[src/rtl/armleocpu_simple2axi_converter_pkg.sv]
// ============================================================================
// Module      : armleocpu_simple2axi_converter_pkg
// Description : Shared state encoding and AXI4 protocol constants for the
//               simple-bus to AXI4 initiator bridge.
// Revision    : 1.0 - initial release
// ============================================================================
`default_nettype none

package armleocpu_simple2axi_converter_pkg;

  // Bridge sequencer states
  typedef enum logic [2:0] {
    S_IDLE      = 3'd0,
    S_MISALIGN  = 3'd1,
    S_WRITE_REQ = 3'd2,
    S_WAIT_B    = 3'd3,
    S_READ_REQ  = 3'd4,
    S_WAIT_R    = 3'd5,
    S_DRAIN     = 3'd6
  } state_t;

  // Fixed single-beat AXI4 attributes
  localparam logic [7:0] LEN_SINGLE  = 8'd0;
  localparam logic [2:0] SIZE_4B     = 3'd2;
  localparam logic [1:0] BURST_INCR  = 2'b01;

  // AXI response codes
  localparam logic [1:0] RESP_OKAY   = 2'b00;
  localparam logic [1:0] RESP_SLVERR = 2'b10;
  localparam logic [1:0] RESP_DECERR = 2'b11;

endpackage

`default_nettype wire

[src/rtl/armleocpu_simple2axi_converter.sv]
// ============================================================================
// Module      : armleocpu_simple2axi_converter
// Description : Simple-bus to AXI4 initiator bridge. Retires one request at a
//               time as a single-beat AXI4 transaction (LEN=0, SIZE=4B, INCR).
//               Misaligned requests are rejected locally with SLVERR.
//               Optional response watchdog: ARMLEOCPU_SIMPLE2AXI_TIMEOUT_EN
//               (reports DECERR, then drains the late response).
// Revision    : 1.0 - initial release
// ============================================================================
`default_nettype none

module armleocpu_simple2axi_converter
  import armleocpu_simple2axi_converter_pkg::*;
#(
  parameter int ADDR_WIDTH     = 34,
  parameter int ID_WIDTH       = 4,
  parameter int AXI_ID         = 0,
  parameter int TIMEOUT_CYCLES = 1024
) (
  input  logic                  clk,
  input  logic                  rst_n,
  // Simple request interface
  input  logic                  req_valid,
  input  logic                  req_write,
  input  logic [ADDR_WIDTH-1:0] req_address,
  input  logic [31:0]           req_wdata,
  input  logic [3:0]            req_wstrb,
  output logic                  req_done,
  output logic [31:0]           req_rdata,
  output logic [1:0]            req_resp,
  // AXI4 write address
  output logic                  axi_awvalid,
  input  logic                  axi_awready,
  output logic [ID_WIDTH-1:0]   axi_awid,
  output logic [ADDR_WIDTH-1:0] axi_awaddr,
  output logic [7:0]            axi_awlen,
  output logic [2:0]            axi_awsize,
  output logic [1:0]            axi_awburst,
  // AXI4 write data
  output logic                  axi_wvalid,
  input  logic                  axi_wready,
  output logic [31:0]           axi_wdata,
  output logic [3:0]            axi_wstrb,
  output logic                  axi_wlast,
  // AXI4 write response
  input  logic                  axi_bvalid,
  output logic                  axi_bready,
  input  logic [1:0]            axi_bresp,
  input  logic [ID_WIDTH-1:0]   axi_bid,
  // AXI4 read address
  output logic                  axi_arvalid,
  input  logic                  axi_arready,
  output logic [ID_WIDTH-1:0]   axi_arid,
  output logic [ADDR_WIDTH-1:0] axi_araddr,
  output logic [7:0]            axi_arlen,
  output logic [2:0]            axi_arsize,
  output logic [1:0]            axi_arburst,
  // AXI4 read data
  input  logic                  axi_rvalid,
  output logic                  axi_rready,
  input  logic [1:0]            axi_rresp,
  input  logic                  axi_rlast,
  input  logic [31:0]           axi_rdata,
  input  logic [ID_WIDTH-1:0]   axi_rid
);

  state_t                r_state;
  logic [ADDR_WIDTH-1:0] r_addr;

  // Channel completion: a channel is done once its valid is low or handshakes now
  logic w_aw_done;
  logic w_w_done;
  assign w_aw_done = !axi_awvalid || axi_awready;
  assign w_w_done  = !axi_wvalid  || axi_wready;

  // Constant transaction attributes; address shared by both request channels
  assign axi_awid    = ID_WIDTH'(AXI_ID);
  assign axi_arid    = ID_WIDTH'(AXI_ID);
  assign axi_awlen   = LEN_SINGLE;
  assign axi_arlen   = LEN_SINGLE;
  assign axi_awsize  = SIZE_4B;
  assign axi_arsize  = SIZE_4B;
  assign axi_awburst = BURST_INCR;
  assign axi_arburst = BURST_INCR;
  assign axi_wlast   = 1'b1;
  assign axi_awaddr  = r_addr;
  assign axi_araddr  = r_addr;

`ifdef ARMLEOCPU_SIMPLE2AXI_TIMEOUT_EN
  localparam int CNT_W = $clog2(TIMEOUT_CYCLES);
  localparam logic [CNT_W-1:0] C_LIMIT = CNT_W'(TIMEOUT_CYCLES - 1);

  logic [CNT_W-1:0] r_cnt;
  logic             w_active;
  logic             w_final_hs;
  logic             w_timeout;

  assign w_active   = (r_state == S_WRITE_REQ) || (r_state == S_WAIT_B) ||
                      (r_state == S_READ_REQ)  || (r_state == S_WAIT_R);
  assign w_final_hs = ((r_state == S_WAIT_B) && axi_bvalid) ||
                      ((r_state == S_WAIT_R) && axi_rvalid);
  assign w_timeout  = w_active && !w_final_hs && (r_cnt == C_LIMIT);

  // Sideband IDs and RLAST carry no information for single-beat, fixed-ID traffic
  logic w_unused;
  assign w_unused = ^{axi_bid, axi_rid, axi_rlast};
`else
  logic w_unused;
  assign w_unused = ^{axi_bid, axi_rid, axi_rlast, 32'(TIMEOUT_CYCLES)};
`endif

  // Request sequencer with registered AXI valids/readies and request outputs
  always_ff @(posedge clk) begin
    if (!rst_n) begin
      r_state     <= S_IDLE;
      r_addr      <= '0;
      axi_awvalid <= 1'b0;
      axi_wvalid  <= 1'b0;
      axi_wdata   <= '0;
      axi_wstrb   <= '0;
      axi_bready  <= 1'b0;
      axi_arvalid <= 1'b0;
      axi_rready  <= 1'b0;
      req_done    <= 1'b0;
      req_rdata   <= '0;
      req_resp    <= RESP_OKAY;
    end else begin
      req_done <= 1'b0;
      case (r_state)
        S_IDLE: begin
          if (req_valid) begin
            if (req_address[1:0] != 2'b00) begin
              r_state <= S_MISALIGN;
            end else if (req_write) begin
              r_addr      <= req_address;
              axi_wdata   <= req_wdata;
              axi_wstrb   <= req_wstrb;
              axi_awvalid <= 1'b1;
              axi_wvalid  <= 1'b1;
              r_state     <= S_WRITE_REQ;
            end else begin
              r_addr      <= req_address;
              axi_arvalid <= 1'b1;
              r_state     <= S_READ_REQ;
            end
          end
        end
        S_MISALIGN: begin
          req_done <= 1'b1;
          req_resp <= RESP_SLVERR;
          r_state  <= S_IDLE;
        end
        S_WRITE_REQ: begin
          if (axi_awvalid && axi_awready) axi_awvalid <= 1'b0;
          if (axi_wvalid && axi_wready)   axi_wvalid  <= 1'b0;
          if (w_aw_done && w_w_done) begin
            axi_bready <= 1'b1;
            r_state    <= S_WAIT_B;
          end
        end
        S_WAIT_B: begin
          if (axi_bvalid) begin
            req_done   <= 1'b1;
            req_resp   <= axi_bresp;
            axi_bready <= 1'b0;
            r_state    <= S_IDLE;
          end
        end
        S_READ_REQ: begin
          if (axi_arready) begin
            axi_arvalid <= 1'b0;
            axi_rready  <= 1'b1;
            r_state     <= S_WAIT_R;
          end
        end
        S_WAIT_R: begin
          if (axi_rvalid) begin
            req_rdata  <= axi_rdata;
            req_resp   <= axi_rresp;
            req_done   <= 1'b1;
            axi_rready <= 1'b0;
            r_state    <= S_IDLE;
          end
        end
`ifdef ARMLEOCPU_SIMPLE2AXI_TIMEOUT_EN
        S_DRAIN: begin
          // Finish any pending request beats, then swallow the late response
          if (axi_awvalid && axi_awready) axi_awvalid <= 1'b0;
          if (axi_wvalid && axi_wready)   axi_wvalid  <= 1'b0;
          if (axi_arvalid && axi_arready) axi_arvalid <= 1'b0;
          if ((axi_bvalid && axi_bready) || (axi_rvalid && axi_rready)) begin
            axi_bready <= 1'b0;
            axi_rready <= 1'b0;
            r_state    <= S_IDLE;
          end
        end
`endif
        default: r_state <= S_IDLE;
      endcase
`ifdef ARMLEOCPU_SIMPLE2AXI_TIMEOUT_EN
      // Watchdog overrides the normal flow; the entry cycle counts as the first
      if (r_state == S_IDLE) begin
        r_cnt <= CNT_W'(1);
      end else if (w_active) begin
        r_cnt <= r_cnt + CNT_W'(1);
      end
      if (w_timeout) begin
        req_done <= 1'b1;
        req_resp <= RESP_DECERR;
        r_state  <= S_DRAIN;
        if ((r_state == S_WRITE_REQ) || (r_state == S_WAIT_B)) axi_bready <= 1'b1;
        else                                                   axi_rready <= 1'b1;
      end
`endif
    end
  end

endmodule

`default_nettype wire

[config.mk]
export PLATFORM = sky130hd
export DESIGN_NAME = armleocpu_simple2axi_converter
export DESIGN_NICKNAME = d
export VERILOG_FILES = /design/src/rtl/armleocpu_simple2axi_converter_pkg.sv /design/src/rtl/armleocpu_simple2axi_converter.sv
export SDC_FILE = /design/constraint.sdc
export NUM_CORES = 1
export LEC_CHECK = 0
export ABC_CLOCK_PERIOD_IN_PS = 1500
export BUFFER_PORTS_ARGS = -buffer_cell sky130_fd_sc_hd__buf_2
export CAP_MARGIN = 20
export CORE_AREA = 2 2 117 119
export DETAILED_ROUTE_END_ITERATION = 8
export DIE_AREA = 0 0 119 121
export PLACE_DENSITY = 0.83
export SYNTH_ARGS = -nofsm -noshare
export SYNTH_HDL_FRONTEND = slang
export SYNTH_SLANG_ARGS = --single-unit
[constraint.sdc]
create_clock -name clk -period 1.5 [get_ports clk]
set_clock_uncertainty 0.1 [all_clocks]
set_input_delay 0.15 -clock clk [delete_from_list [all_inputs] [get_ports clk]]
set_output_delay 0.15 -clock clk [all_outputs]
set_load 0.005 [all_outputs]
### Yosys cells after proc, flatten, opt, wreduce, memory -nomap -nowiden

Index checks and enable logic that the tools add are counted.

* register bits after elaboration: 113
* bits of input ports: 124
* output and inout port bits: 179
* word-level logic and storage cells: 84

* equality and inequality tests: 15
* muxes and demuxes: 32
* bitwise logic cells: 1
* reduce and logical (&&, ||, !) cells: 24

Operators with widths (number)
* $mux 3: 7
* $ne 2x2->1 const B: 10
* $reduce_and 5->1: 4
* $mux 1: 15
* $pmux 3 s5: 1
* $reduce_and 3->1: 4
* $pmux 1 s2: 5
* $reduce_bool 2->1: 5
* $eq 3x2->1 const B: 2
* $eq 3x3->1 const B: 2
* $pmux 2 s3: 1
* $mux 2: 2
* $reduce_and 4->1: 1
* $eq 3x1->1 const B: 1
* $logic_and 1x1->1: 3
* $logic_not 3->1: 1
* $pmux 1 s3: 1
* $reduce_bool 3->1: 1
* $logic_not 1->1: 2
* $logic_or 1x1->1: 2
* $reduce_and 2->1: 1
* $not 1->1: 1

### Depth between registers and ports, before layout

* depth after elaboration: 5
* mapped depth: 7
* gate-level depth less buffers: 4

### Least setup slack after synthesis

OpenSTA, ideal clock, no wires.

* kind: register to register
* from: reg r_state[2]
* to: reg axi_wdata[24]
* data arrival time: 1.318 ns
* data required time: 1.268 ns
* slack: -0.051 ns
* cell stages (with the launch flop): 7
* path buffers: 2
* clock period less this slack: 1.551 ns
* cell sequence: dfxtp_1 > buf_6 > nor4_4 > nand3_2 > clkbuf_1 > nand2_1 > a21oi_1

* longest elaborated chain between the ends: 2

Ends and longest elaborated chain
* start: declaration: line armleocpu_simple2axi_converter.sv:67 `state_t r_state;`
* start signal: assignment: line armleocpu_simple2axi_converter.sv:115 `r_state <= S_IDLE;`
* start signal: assignment: line armleocpu_simple2axi_converter.sv:133 `r_state <= S_MISALIGN;`
* start signal: assignment: line armleocpu_simple2axi_converter.sv:140 `r_state <= S_WRITE_REQ;`
* $logic_not 3->1: line armleocpu_simple2axi_converter.sv:129 `case (r_state)`
* $reduce_and 4->1 (no line)
* end signal: assignment: line armleocpu_simple2axi_converter.sv:136 `axi_wdata <= req_wdata;`
* end: declaration: line armleocpu_simple2axi_converter.sv:42 `output logic [31:0] axi_wdata,`

No other way between the ends.
A chain may end at the register's enable or synchronous reset.

### Worst setup path in the final report

* from: reg r_state[1]
* to: reg axi_wdata[3]

Same word-level chain as after synthesis.

==> impl_metrics.yaml <==
synthesis:
  ys_seq_elements: 113
  yosysSeqAreaShare: 0.488
  synthCells: 584
  yosys.cell_types.count: 33
  synth_area_per_cell_um2: 7.93
  syn_area_um2: 4630
  yosysWarnings: 0
detailed_routing:
  detailedRoute.firstIterationViolations: 281
  drt-pass1-iter-count: 4
  wire_per_inst_um: 15.3
  vias: 5095
  drcViolationCount: 0
  routed_wl_um: 17000
  ant_nets: 0
  vias_per_cell: 4.58
sta:
  setup_ws_ps: -41.8
  maxSlewViolCount: 0
  fmax_mhz: 649
  finalCriticalPeriod_ps: 1540
  hold_viol: 0
  rsz0062_at_grt: "true"
  fin_crit_sh: 1.03
  setup_violations: 14
  tns_ps: -167
  hold_ws_ps: 36.0
clock_tree:
  cts.sink_count: 113
  cts_htree_levels: 4
  clk_pin_slew_ps: 50
  insertion_delay_ps: 410
  clk_path_buf_depth: 2
  cts-root-buf: "clkbuf_16"
  cts_tree: "yes"
  cts_made_buffers: 17
grt:
  antenna_found_initial: 1
  grt_pass1_wl_um: 23900
  grt_pass1_vias: 4908
  overflow: 0
  grt_usage: 0.210
  grt_max_degree: 67
power:
  ir_drop_v: 0.000825
  cellPowerDensity_nw_per_um2: 1070
  power_uw: 8320
  leakagePower_uw: 0.00361
final_layout:
  final_util: 0.595
  nFillCells: 1072
  fin_nets: 1047
  drive_above_1_share: 0.372
  area_growth_pct: 68.1
setup_path:
  crit_required_ps: 1750
  cpLargestDelayFamily: "simple AND/OR/NAND/NOR gates"
  critPathArrivalTime_ps: 1790
  critPathSlowestCell: "dfxtp_2"
  crit_type: "reg2reg"
  start_kind: "flop"
  slowest_delay_ps: 350
  path_cells: "nor2b_2 > and3_4 > clkbuf_16 > nand2_1 > a21oi_2"
  r2r_slack_ps: -40
  critPathCaptureType: "flop"
  crit_buf_inv: 1
  cp_max_fo: 9
floorplan:
  die_x_um: 119
  core_area_um2: 13100
  rows: 42
  io_pins: 303
  dieHeight_um: 121
  start_util: 0.354
  die-area_um2: 14400
run_status:
  violations: "setup timing"
  status: "finished with violations"
flow_run:
  cap_violations: 0
place:
  dp_slack_ps: -57.7
  dp.final_hpwl_um: 9310
  port_buffers: 258
  gp_congestion: 0.818
min_path:
  min_path_type: "in2reg"
-- stage by stage --
stage	cells	cell area (µm²)
after floorplan	617	4760
after global placement	961	5770
after detailed placement	961	5770
after CTS	1102	7500
after global routing	1112	7780
final	1113	7790
-- logic make-up after synthesis --
logic type / Yosys count / synth area share
AND/OR/NAND/NOR: 233 / 0.206
AO/OA/AOI/OAI: 124 / 0.144
flip-flops: 113 / 0.488
buffers and inverters: 111 / 0.159
other: 2 / 0.00162
multiplexers: 1 / 0.00216
-- timing repair --
action,CTS,global route
hold buffers,108,0
endpoints found under the hold margin,107,0
setup endpoints to repair,43,91
buffers inserted,1,2
cloned,0,8
resized for setup,4,27
pin swaps,0,2
-- path summary, 6_finish.rpt --
check / start / endpoint / depth (start not counted)
worst max-delay path: r_state[1]$_SDFFE_PN0P_ / axi_wdata[3]$_SDFFE_PN0P_ / 5
worst min-delay path: axi_rresp[1] / req_resp[1]$_SDFFE_PN0P_ / 3
worst max register to register: r_state[1]$_SDFFE_PN0P_ / axi_wdata[3]$_SDFFE_PN0P_ / 5
worst min register to register: axi_wdata[27]$_SDFFE_PN0P_ / axi_wdata[27]$_SDFFE_PN0P_ / 2
-- worst reg2reg max path, cell delays in order, from the launching register on --
cell,delay [ps]
dfxtp_2,350
nor2b_2,290
and3_4,340
clkbuf_16,190
nand2_1,90
a21oi_2,120
-- power by group --
group | internal [µW] | switching [µW]
clock | 2910 | 1400
combinational | 496 | 391
sequential | 3080 | 48.2
total | 6480 | 1840
-- cell type report --
type                       instances  area (µm²)  area share
antenna                            1        2.50    0.000321
multi-input combinational        393        1860       0.239
tap                              176         220      0.0283
sequential                       113        2260       0.291
clock buffer                      23         478      0.0614
clock inverter                     9         154      0.0198
timing repair buffer             392        2780       0.357
inverter                           6        23.8     0.00305
-- state kept, by name, indices dropped and copies added, names as in the netlist --
name         flops
req_rdata       32
req_resp         2
axi_araddr      34
axi_wvalid       1
axi_bready       1
axi_wstrb        4
r_state          3
axi_arvalid      1
axi_awvalid      1
axi_rready       1
axi_wdata       32
req_done         1
-- synth_stat cells --
library cell	instances	area [µm²]
a22o_1	2	17.5
o211a_1	1	10.0
o21a_1	3	22.5
nand3_1	3	15.0
nor4_4	1	21.3
a311oi_1	1	8.76
nor4_1	1	6.26
inv_2	1	3.75
conb_1	2	7.51
and2_1	2	12.5
nand3_2	1	10.0
o21ai_0	4	20.0
o22ai_1	2	12.5
dfxtp_1	113	2260
a21oi_1	106	531
buf_6	4	45.0
inv_1	5	18.8
buf_2	2	10.0
and2b_1	1	7.51
or2_2	2	12.5
nand2_1	206	773
buf_4	76	571
and3_1	6	37.5
a21boi_0	1	7.51
and2_0	1	6.26
a211oi_1	1	7.51
mux2i_1	1	10.0
o221a_2	2	22.5
clkbuf_1	23	86.3
nor2_1	2	7.51
a31oi_1	1	6.26
nor2b_1	3	18.8
nand2b_1	4	25.0
-- routing by layer --
metal | routed length, µm | track usage | part of all wire | vias up
met1 | 6170 | 0.215 | 0.36 | 2336
met4 | 493 | 0.0900 | 0.029 | 0
met3 | 1330 | 0.0822 | 0.078 | 43
met5 | 0 | 0 | 0 | -
met2 | 9010 | 0.379 | 0.53 | 254
li1 | - | - | - | 2462
-- layout by cell type (no fill, tap or decap), drive strengths merged --
cell           n
mux2i          1
diode          1
clkbuf        29
bufinv         4
nand2b         4
and3           6
and2           3
inv            5
o211a          1
nor4           2
and2b          1
nor2           2
nand3          4
dfxtp        113
o22ai          2
buf          278
conb          35
a311oi         1
a31oi          1
nor2b          3
o21a           3
a22o           2
nand2        206
o221a          2
clkinv         4
or2            2
dlygate4sd3  108
o21ai          4
clkinvlp       2
a21boi         1
a211oi         1
a21oi        106
Power figures use the tool's default switching activity.
